--- config.mk ---
export PLATFORM = sky130hd
export DESIGN_NAME = systolic_nxn_ws
export DESIGN_NICKNAME = d
export VERILOG_FILES = /design/src/rtl/systolic_nxn_ws.sv
export SDC_FILE = /design/constraint.sdc
export NUM_CORES = 2
export LEC_CHECK = 0
export ABC_AREA = 1
export CAP_MARGIN = 20
export CORE_AREA = 2 2 313 315
export DETAILED_ROUTE_END_ITERATION = 8
export DIE_AREA = 0 0 315 317
export SETUP_SLACK_MARGIN = 0.4
export SYNTH_ARGS = -nofsm -noshare
export SYNTH_HDL_FRONTEND = slang
export SYNTH_SLANG_ARGS = --single-unit
--- constraint.sdc ---
create_clock -name clk -period 3.85 [get_ports clk]
set_input_delay 0.77 -clock clk [delete_from_list [all_inputs] [get_ports clk]]
set_output_delay 0.77 -clock clk [all_outputs]
set_load 0.05 [all_outputs]
--- src/rtl/systolic_nxn_ws.sv ---
// rtl/systolic_nxn_ws.sv - N x N weight-stationary systolic matrix-vector engine
// Define SYSTOLIC_SIGNED_EN for two's-complement operands; otherwise operands are unsigned.
module systolic_nxn_ws #(
  parameter int N  = 3,
  parameter int DW = 8,
  parameter int AW = 20
) (
  input  logic                  clk,
  input  logic                  rst,
  input  logic                  w_valid,
  input  logic [$clog2(N)-1:0]  w_row,
  input  logic [N*DW-1:0]       w_data,
  input  logic                  w_last,
  input  logic                  start,
  input  logic                  a_valid,
  input  logic [N*DW-1:0]       a_data,
  input  logic                  a_last,
  output logic                  a_ready,
  output logic                  c_valid,
  output logic [N*AW-1:0]       c_data,
  output logic                  c_last,
  output logic                  busy
);
  localparam int L  = 2 * N;
  localparam int CW = $clog2(L);

  typedef enum logic [1:0] {IDLE, LOAD, RUN, DRAIN} state_t;
  state_t state, state_nxt;

  logic [CW-1:0]                 drain_cnt;
  logic                          accept;
  logic                          w_we;
  logic [L-1:0]                  tag_v;
  logic [L-1:0]                  tag_l;
  logic [N-1:0][N-1:0][DW-1:0]   wgt;
  logic [N-1:0][N-1:0][DW-1:0]   a_h;
  logic [N:0][N-1:0][AW-1:0]     p_v;
  logic [N-1:0][AW-1:0]          col_out;

  assign accept = a_valid && (state == RUN);
  assign w_we   = w_valid && (state == IDLE || state == LOAD) && (32'(w_row) < 32'(N));

  always_ff @(posedge clk) begin
    if (rst) state <= IDLE;
    else     state <= state_nxt;
  end

  always_comb begin
    state_nxt = state;
    case (state)
      IDLE:  if (w_valid) state_nxt = LOAD;
             else if (start) state_nxt = RUN;
      LOAD:  if (w_valid && w_last) state_nxt = RUN;
      RUN:   if (accept && a_last) state_nxt = DRAIN;
      DRAIN: if (drain_cnt == CW'(L - 1)) state_nxt = IDLE;
      default: state_nxt = IDLE;
    endcase
  end

  always_comb begin
    a_ready = (state == RUN);
    busy    = (state != IDLE);
  end

  always_ff @(posedge clk) begin
    if (rst || state != DRAIN) drain_cnt <= '0;
    else                       drain_cnt <= drain_cnt + 1'b1;
  end

  // Out-of-range rows are dropped; unwritten rows keep their previous weights.
  always_ff @(posedge clk) begin
    if (rst)       wgt        <= '0;
    else if (w_we) wgt[w_row] <= w_data;
  end

  always_ff @(posedge clk) begin
    if (rst) begin
      tag_v   <= '0;
      tag_l   <= '0;
      c_valid <= 1'b0;
      c_last  <= 1'b0;
      c_data  <= '0;
    end else begin
      tag_v   <= {tag_v[L-2:0], accept};
      tag_l   <= {tag_l[L-2:0], accept && a_last};
      c_valid <= tag_v[L-1];
      c_last  <= tag_l[L-1];
      if (tag_v[L-1]) c_data <= col_out;
    end
  end

  // Row k sees a[k] after the shared input register plus k skew stages.
  for (genvar k = 0; k < N; k++) begin : g_skew
    logic [DW-1:0] sk [0:k];
    always_ff @(posedge clk) begin
      sk[0] <= a_data[k*DW +: DW];
      for (int d = 1; d <= k; d++) sk[d] <= sk[d-1];
    end
    assign a_h[k][0] = sk[k];
  end

  for (genvar j = 0; j < N; j++) begin : g_top
    assign p_v[0][j] = '0;
  end

  for (genvar k = 0; k < N; k++) begin : g_row
    for (genvar j = 0; j < N; j++) begin : g_col
      logic [2*DW-1:0] prod;
      logic [AW-1:0]   prod_ext;
      logic [AW-1:0]   psum_q;
`ifdef SYSTOLIC_SIGNED_EN
      assign prod     = {{DW{a_h[k][j][DW-1]}}, a_h[k][j]} * {{DW{wgt[k][j][DW-1]}}, wgt[k][j]};
      assign prod_ext = {{(AW-2*DW){prod[2*DW-1]}}, prod};
`else
      assign prod     = {{DW{1'b0}}, a_h[k][j]} * {{DW{1'b0}}, wgt[k][j]};
      assign prod_ext = {{(AW-2*DW){1'b0}}, prod};
`endif
      always_ff @(posedge clk) psum_q <= p_v[k][j] + prod_ext;
      assign p_v[k+1][j] = psum_q;

      if (j < N - 1) begin : g_fwd
        logic [DW-1:0] a_q;
        always_ff @(posedge clk) a_q <= a_h[k][j];
        assign a_h[k][j+1] = a_q;
      end
    end
  end

  // Column j leaves the array j cycles late; pad it so all columns align.
  for (genvar j = 0; j < N; j++) begin : g_desk
    if (j == N - 1) begin : g_pass
      assign col_out[j] = p_v[N][j];
    end else begin : g_dly
      logic [AW-1:0] dq [0:N-2-j];
      always_ff @(posedge clk) begin
        dq[0] <= p_v[N][j];
        for (int d = 1; d <= N - 2 - j; d++) dq[d] <= dq[d-1];
      end
      assign col_out[j] = dq[N-2-j];
    end
  end
endmodule

# --- After elaboration in Yosys (flattened, before gate mapping) ---
# Memory sizes are Yosys's and may differ from the RTL's. A register that Yosys moved wholly into a read port is not among the register bits.
# Cells that the tools add are included.
classes:
  addsub: 7
  n_reduce_logical: 11
  magnitude_cmp: 3
  mux: 9
  eq_ne: 9
  n_mul: 9
ops:
  columns: ["operator", "n"]
  rows:
  - ["8-bit by 8-bit multiplier with 16-bit output", 9]
  - ["72-bit bitwise mux", 1]
  - ["17-bit by 16-bit adder with 18-bit output", 3]
  - ["16-bit by 16-bit adder with 17-bit output", 3]
  - ["24-bit demux with 2-bit select", 1]
  - ["24-bit two-way mux", 1]
  - ["2-bit two-way mux", 5]
  - ["2-bit one-hot mux with 4 select lines", 1]
  - ["1-bit logical AND", 6]
  - ["2-bit == test (second input constant)", 2]
  - ["2-bit by 1-bit inequality test with 1-bit output (second input constant)", 2]
  - ["2-bit inequality test (second input constant)", 2]
  - ["4-bit AND reduction", 1]
  - ["3-bit by 1-bit adder with 3-bit output (second input constant)", 1]
  - ["3-bit == test (second input constant)", 1]
  - ["2-bit by 3-bit less-than comparator with 1-bit output (second input constant)", 1]
  - ["3-bit inequality test (second input constant)", 1]
  - ["2-bit by 1-bit == test with 1-bit output (second input constant)", 1]
  - ["2-bit by 1-bit >= comparator with 1-bit output (second input constant)", 1]
  - ["2-bit logical NOT", 1]
  - ["1-bit logical OR", 2]
  - ["2-bit less-than comparator (second input constant)", 1]
  - ["2-bit nonzero test", 1]
totals:
  elab_cells: 84
  mem_count: 5
  out_inout_bits: 64
  reg_bits: 350
  ram_bits: 106
  input_bits: 57
mem_list:
  columns: ["memory", "words", "word_bits", "read_ports", "rd_ports_with_merged_regs", "wr", "line", "rtl"]
  rows:
  - ["g_desk[0].g_dly.dq", 2, 20, 2, 1, 2, "134", "logic [AW-1:0] dq [0:N-2-j];"]
  - ["g_skew[2].sk", 3, 8, 3, 0, 3, "94", "logic [DW-1:0] sk [0:k];"]
  - ["g_desk[1].g_dly.dq", 1, 18, 1, 1, 1, "134", null]
  - ["g_skew[1].sk", 2, 8, 2, 0, 2, "94", null]
  - ["g_skew[0].sk", 1, 8, 1, 0, 1, "94", null]

# --- Longest topological paths before layout ---
logic_depth:
  depth_word: 5
  ltp_mapped: 20
  depth_no_buf: 19

# --- Worst setup path after synthesis ---
# OpenSTA, ideal clock, no wires.
synth_timing:
  path_type: "register -> register"
  start: "register wgt[24] (netlist name)"
  end: "register g_row[1].g_col[0].psum_q[15]"
  arrival_time_ns: 3.632
  period_less_slack_ns: 3.745
  path_slack_ns: 0.105
  path_stages_with_launch: 19
  cell_sequence: "dfxtp_1 > clkbuf_1 > nand2_1 > fa_1 > inv_1 > fa_1 > inv_1 > fa_1 > fa_1 > inv_1 > ha_1 > nand2_1 > nand2_1 > nor2_1 > inv_1 > nand2_1 > nand3_1 > nand2_1 > nand2_1"
synth_via:
  elab_chain_len: 2
synth_lines:
  columns: ["element", "line", "rtl"]
  rows:
  - ["start, declared", "35", "logic [N-1:0][N-1:0][DW-1:0] wgt;"]
  - ["start signal, assigned by index", "73", "else if (w_we) wgt[w_row] <= w_data;"]
  - ["8-bit by 8-bit multiplier with 16-bit output", "115", "assign prod = {{DW{1'b0}}, a_h[k][j]} * {{DW{1'b0}}, wgt[k][j]};"]
  - ["16-bit by 16-bit adder with 17-bit output", "118", "always_ff @(posedge clk) psum_q <= p_v[k][j] + prod_ext;"]
  - ["end signal, assigned", "118", null]
  - ["end, declared", "110", "logic [AW-1:0] psum_q;"]
# Every way passes these cells.
# A chain may end at the register's enable or synchronous reset.

# --- Final worst setup path ---
layout_timing:
  start: "register g_row[1].g_col[1].g_fwd.a_q[6]"
  end: "register g_row[1].g_col[2].psum_q[16]"
layout_via:
  elab_chain_len: 2
layout_lines:
  columns: ["element", "line", "rtl"]
  rows:
  - ["start, declared", "122", "logic [DW-1:0] a_q;"]
  - ["start signal, assigned", "123", "always_ff @(posedge clk) a_q <= a_h[k][j];"]
  - ["8-bit by 8-bit multiplier with 16-bit output", "115", null]
  - ["16-bit by 16-bit adder with 17-bit output", "118", null]
  - ["end signal, assigned", "118", null]
  - ["end, declared", "110", null]
# Every way passes these cells.

==> metrics.csv <==
stage,metric,value,unit
sta,"Hold Violations, Final",0,
floorplan,# rows,114,
worst_setup_path,CP Data Required Time,4.35,ns
sta,final worst slack,0.139,ns
logic_synthesis,Syn Std Cell Area,35500,um2
cts,Skew-Pair Late Insertion Delay,0.62,ns
logic_synthesis,ys flop type,dfxtp_1,
finish,nets,5674,
power_and_ir_drop,Switching Fraction,38.1,%
cts,CTS Sinks,448,
worst_setup_path,kind of critical path,register to register,
logic_synthesis,Mean Syn Cell Area,7.59,um2
placed_design,number of I/O port buffers,114,
worst_setup_path,worst r2r src,g_row[1].g_col[1].g_fwd.a_q[6],
drt,DR vias/cell,4.40,
sta,Worst Tran Pin Value,0.985,ns
floorplan,DIE HEIGHT,317,um
drt,Iter 0 DRT Violations,1256,
drt,total number of vias,27210,
cts,"Reg clk slew, reported paths",0.06,ns
global_route,vias in the first global route,28456,
worst_hold_path,worst hold path class,register to register,
placed_design,Detail Placement HPWL,64100,um
drt,final WL,80800,um
sta,final setup fails,0,
cts,Max clock buf depth,3,
sta,RSZ-0062 raised after global routing,true,
drt,DR WL/cell,13.1,um
worst_setup_path,crit path launch type,register,
worst_hold_path,Hold Path Origin,g_skew[2].sk[0][3],
drt,post-route ant nets,0,
cts,Root Driver,clkbuf_16,
power_and_ir_drop,PD cells,464,nW/um2
finish,fraction of layout cells with a size suffix above 1,19.0,%
placed_design,Final GP Congestion,0.865,
global_route,GR Util All Layers,16.8,%
sta,Worst slew margin,34.4,%
sta,hold_ws,0.318,ns
floorplan,Ports,121,
power_and_ir_drop,Comb pwr share,45.1,%
power_and_ir_drop,clock network power share,24.9,%
cts,H-tree levels,2,
worst_setup_path,reg2reg path depth,17,
sta,skew final,0.0257,ns
status,status,completed,
global_route,initial antenna violation count,11,
floorplan,Starting Density,36.9,%
power_and_ir_drop,internal power,12500,uW
cts,CTS tree,yes,
drt,drt pass-1 iters,5,
worst_setup_path,CP max FO,7,
sta,Max Freq,0.270,GHz
power_and_ir_drop,Sequential Power Share,30.0,%
power_and_ir_drop,peak supply drop,0.000380,V
global_route,first-pass GRT wire length,136000,um
sta,final worst-path cycle share,96.4,%
worst_setup_path,CP arrival,4.21,ns
placed_design,pre-CTS setup slack,-0.113,ns
global_route,largest net degree at the start of global routing,73,
logic_synthesis,Syn Inst Count,4680,
logic_synthesis,Async SR Flop Fraction,0,%
floorplan,total die area,99900,um2
worst_setup_path,critical path endpoint category,register,
finish,most frequent cells in the layout,"inv_1, nand2_1, fa_1",
sta,Final Slew Violations,0,
logic_synthesis,sequential area share after synthesis,25.3,%
power_and_ir_drop,Psw,7670,uW
worst_setup_path,Setup crit start,g_row[1].g_col[1].g_fwd.a_q[6],
finish,Synth-to-Final Area Change,22.3,%
power_and_ir_drop,Static Leak,0.0247,uW
floorplan,Die W,315,um
floorplan,core area,96300,um2
global_route,GRT overflow,0,
job,maxcap violations,0,
finish,# fillers,9389,
logic_synthesis,yosys warns,0,
logic_synthesis,Post-synth EDFFs,0,
logic_synthesis,Yosys reg bits,448,
sta,Final Critical Period,3.71,ns
finish,"most common cell after layout, fill and taps aside",inv_1,
logic_synthesis,unique cell type count in the Yosys netlist,31,
drt,# DRC,0,
cts,TritonCTS Buffers,51,
worst_hold_path,worst hold path depth,0,
-- flip-flops by register name (all words and copies together), names as in the netlist --
signal and flops:
state 2, c_valid 1, g_row.g_col.psum_q 153, tag_l 6
drain_cnt 3, g_skew.sk 48, g_desk.g_dly.dq 54, wgt 72
c_data 54, g_row.g_col.g_fwd.a_q 48, c_last 1, tag_v 6
-- path summary, 6_finish.rpt --
kind                                        to  slack, ns
hold reg to reg            g_skew[2].sk[0][11]       0.32
setup / recovery  g_row[1].g_col[2].psum_q[16]       0.14
hold / removal             g_skew[2].sk[0][11]       0.32
setup reg to reg  g_row[1].g_col[2].psum_q[16]       0.14
-- area by class of cell --
cell class / instances / area (um2) / share of cell area, %
well taps: 1276 / 1600 / 3.68
repair buffers: 315 / 2790 / 6.41
clock inverters: 29 / 332 / 0.763
multi-input cells: 2685 / 22800 / 52.4
clock buffers: 64 / 1430 / 3.28
diodes: 3 / 7.51 / 0.0173
flip-flops and latches: 448 / 9400 / 21.6
inverters: 1363 / 5120 / 11.8
-- synth_stat cells, types with 2 or more instances --
| library cell | instances | area share, % |
|---|---|---|
| inv_1 | 1357 | 14 |
| nand2_1 | 1105 | 12 |
| dfxtp_1 | 448 | 25 |
| nor2_1 | 421 | 4.5 |
| fa_1 | 411 | 23 |
| ha_1 | 342 | 12 |
| clkbuf_1 | 139 | 1.5 |
| o21ai_0 | 115 | 1.6 |
| nand3_1 | 76 | 1.1 |
| a21oi_1 | 59 | 0.83 |
| xnor2_1 | 38 | 0.94 |
| nand4_1 | 28 | 0.49 |
| xor2_1 | 28 | 0.69 |
| buf_1 | 26 | 0.27 |
| o21ai_1 | 20 | 0.28 |
| buf_4 | 11 | 0.23 |
| nor3_1 | 9 | 0.13 |
| nand3b_1 | 7 | 0.15 |
| o21bai_1 | 7 | 0.15 |
| buf_2 | 6 | 0.085 |
| buf_6 | 6 | 0.19 |
| inv_2 | 6 | 0.063 |
| or2_2 | 4 | 0.070 |
| a21o_1 | 3 | 0.063 |
| nor2_8 | 2 | 0.11 |
-- logic make-up (layout without fill, tap and decap cells) --
| logic type | count (synthesis) | after routing | synth area share, % |
|---|---|---|---|
| simple gates | 1656 | 1656 | 18.3 |
| buf+inv | 1552 | 1771 | 16.7 |
| fa+ha+maj | 753 | 753 | 35.2 |
| flops | 448 | 448 | 25.3 |
| compound gates | 204 | 204 | 2.95 |
| xor+xnor | 66 | 66 | 1.63 |
| other cells | 1 | 9 | 0.0106 |
-- critical path, stage by stage (launching register included) --
cell	delay, ns
dfxtp_2	0.35
buf_12	0.13
nand2_1	0.07
fa_1	0.51
inv_1	0.06
fa_2	0.47
fa_1	0.48
inv_1	0.05
fa_1	0.47
inv_1	0.06
ha_4	0.30
nand2_2	0.08
inv_2	0.07
nand2_2	0.06
nor3_2	0.22
nand2_2	0.09
nand3_1	0.08
nand2_1	0.05
-- power by group through the flow --
stage | combinational, uW | clock [uW] | sequential [uW]
floorplan | 5880 | 0 | 5840
global placement | 7320 | 0 | 6150
detailed placement | 7390 | 0 | 6160
CTS | 8150 | 5180 | 6060
global route | 10400 | 5380 | 6140
finish | 9080 | 5010 | 6040
-- routing by layer --
layer,wire (um),track usage (%)
met5,63,0
met4,2290,5.15
met3,3860,3.22
met2,39900,30.1
met1,34600,20.1
-- repair_timing --
action | 4_1_cts | 5_1_grt
buffers inserted | 47 | 46
gates resized for setup | 355 | 404
hold buffers | 0 | 0
pin swaps | 97 | 198
setup endpoints to repair | 95 | 96
-- stage by stage --
step                      util [%]  TNS, ns  std cells  cell area, um2  power [uW]
after CTS                     43.6        0       6134           41900       19400
after floorplan                  -        0       4685           36500       11700
final                         45.1        0       6183           43400       20100
after detailed placement      40.3   -0.345       5994           38800       13500
after global routing          45.1        0       6182           43400       21900
after global placement        40.3   -0.210       5994           38800       13500
Note: power is estimated with default switching activity, not from simulation.
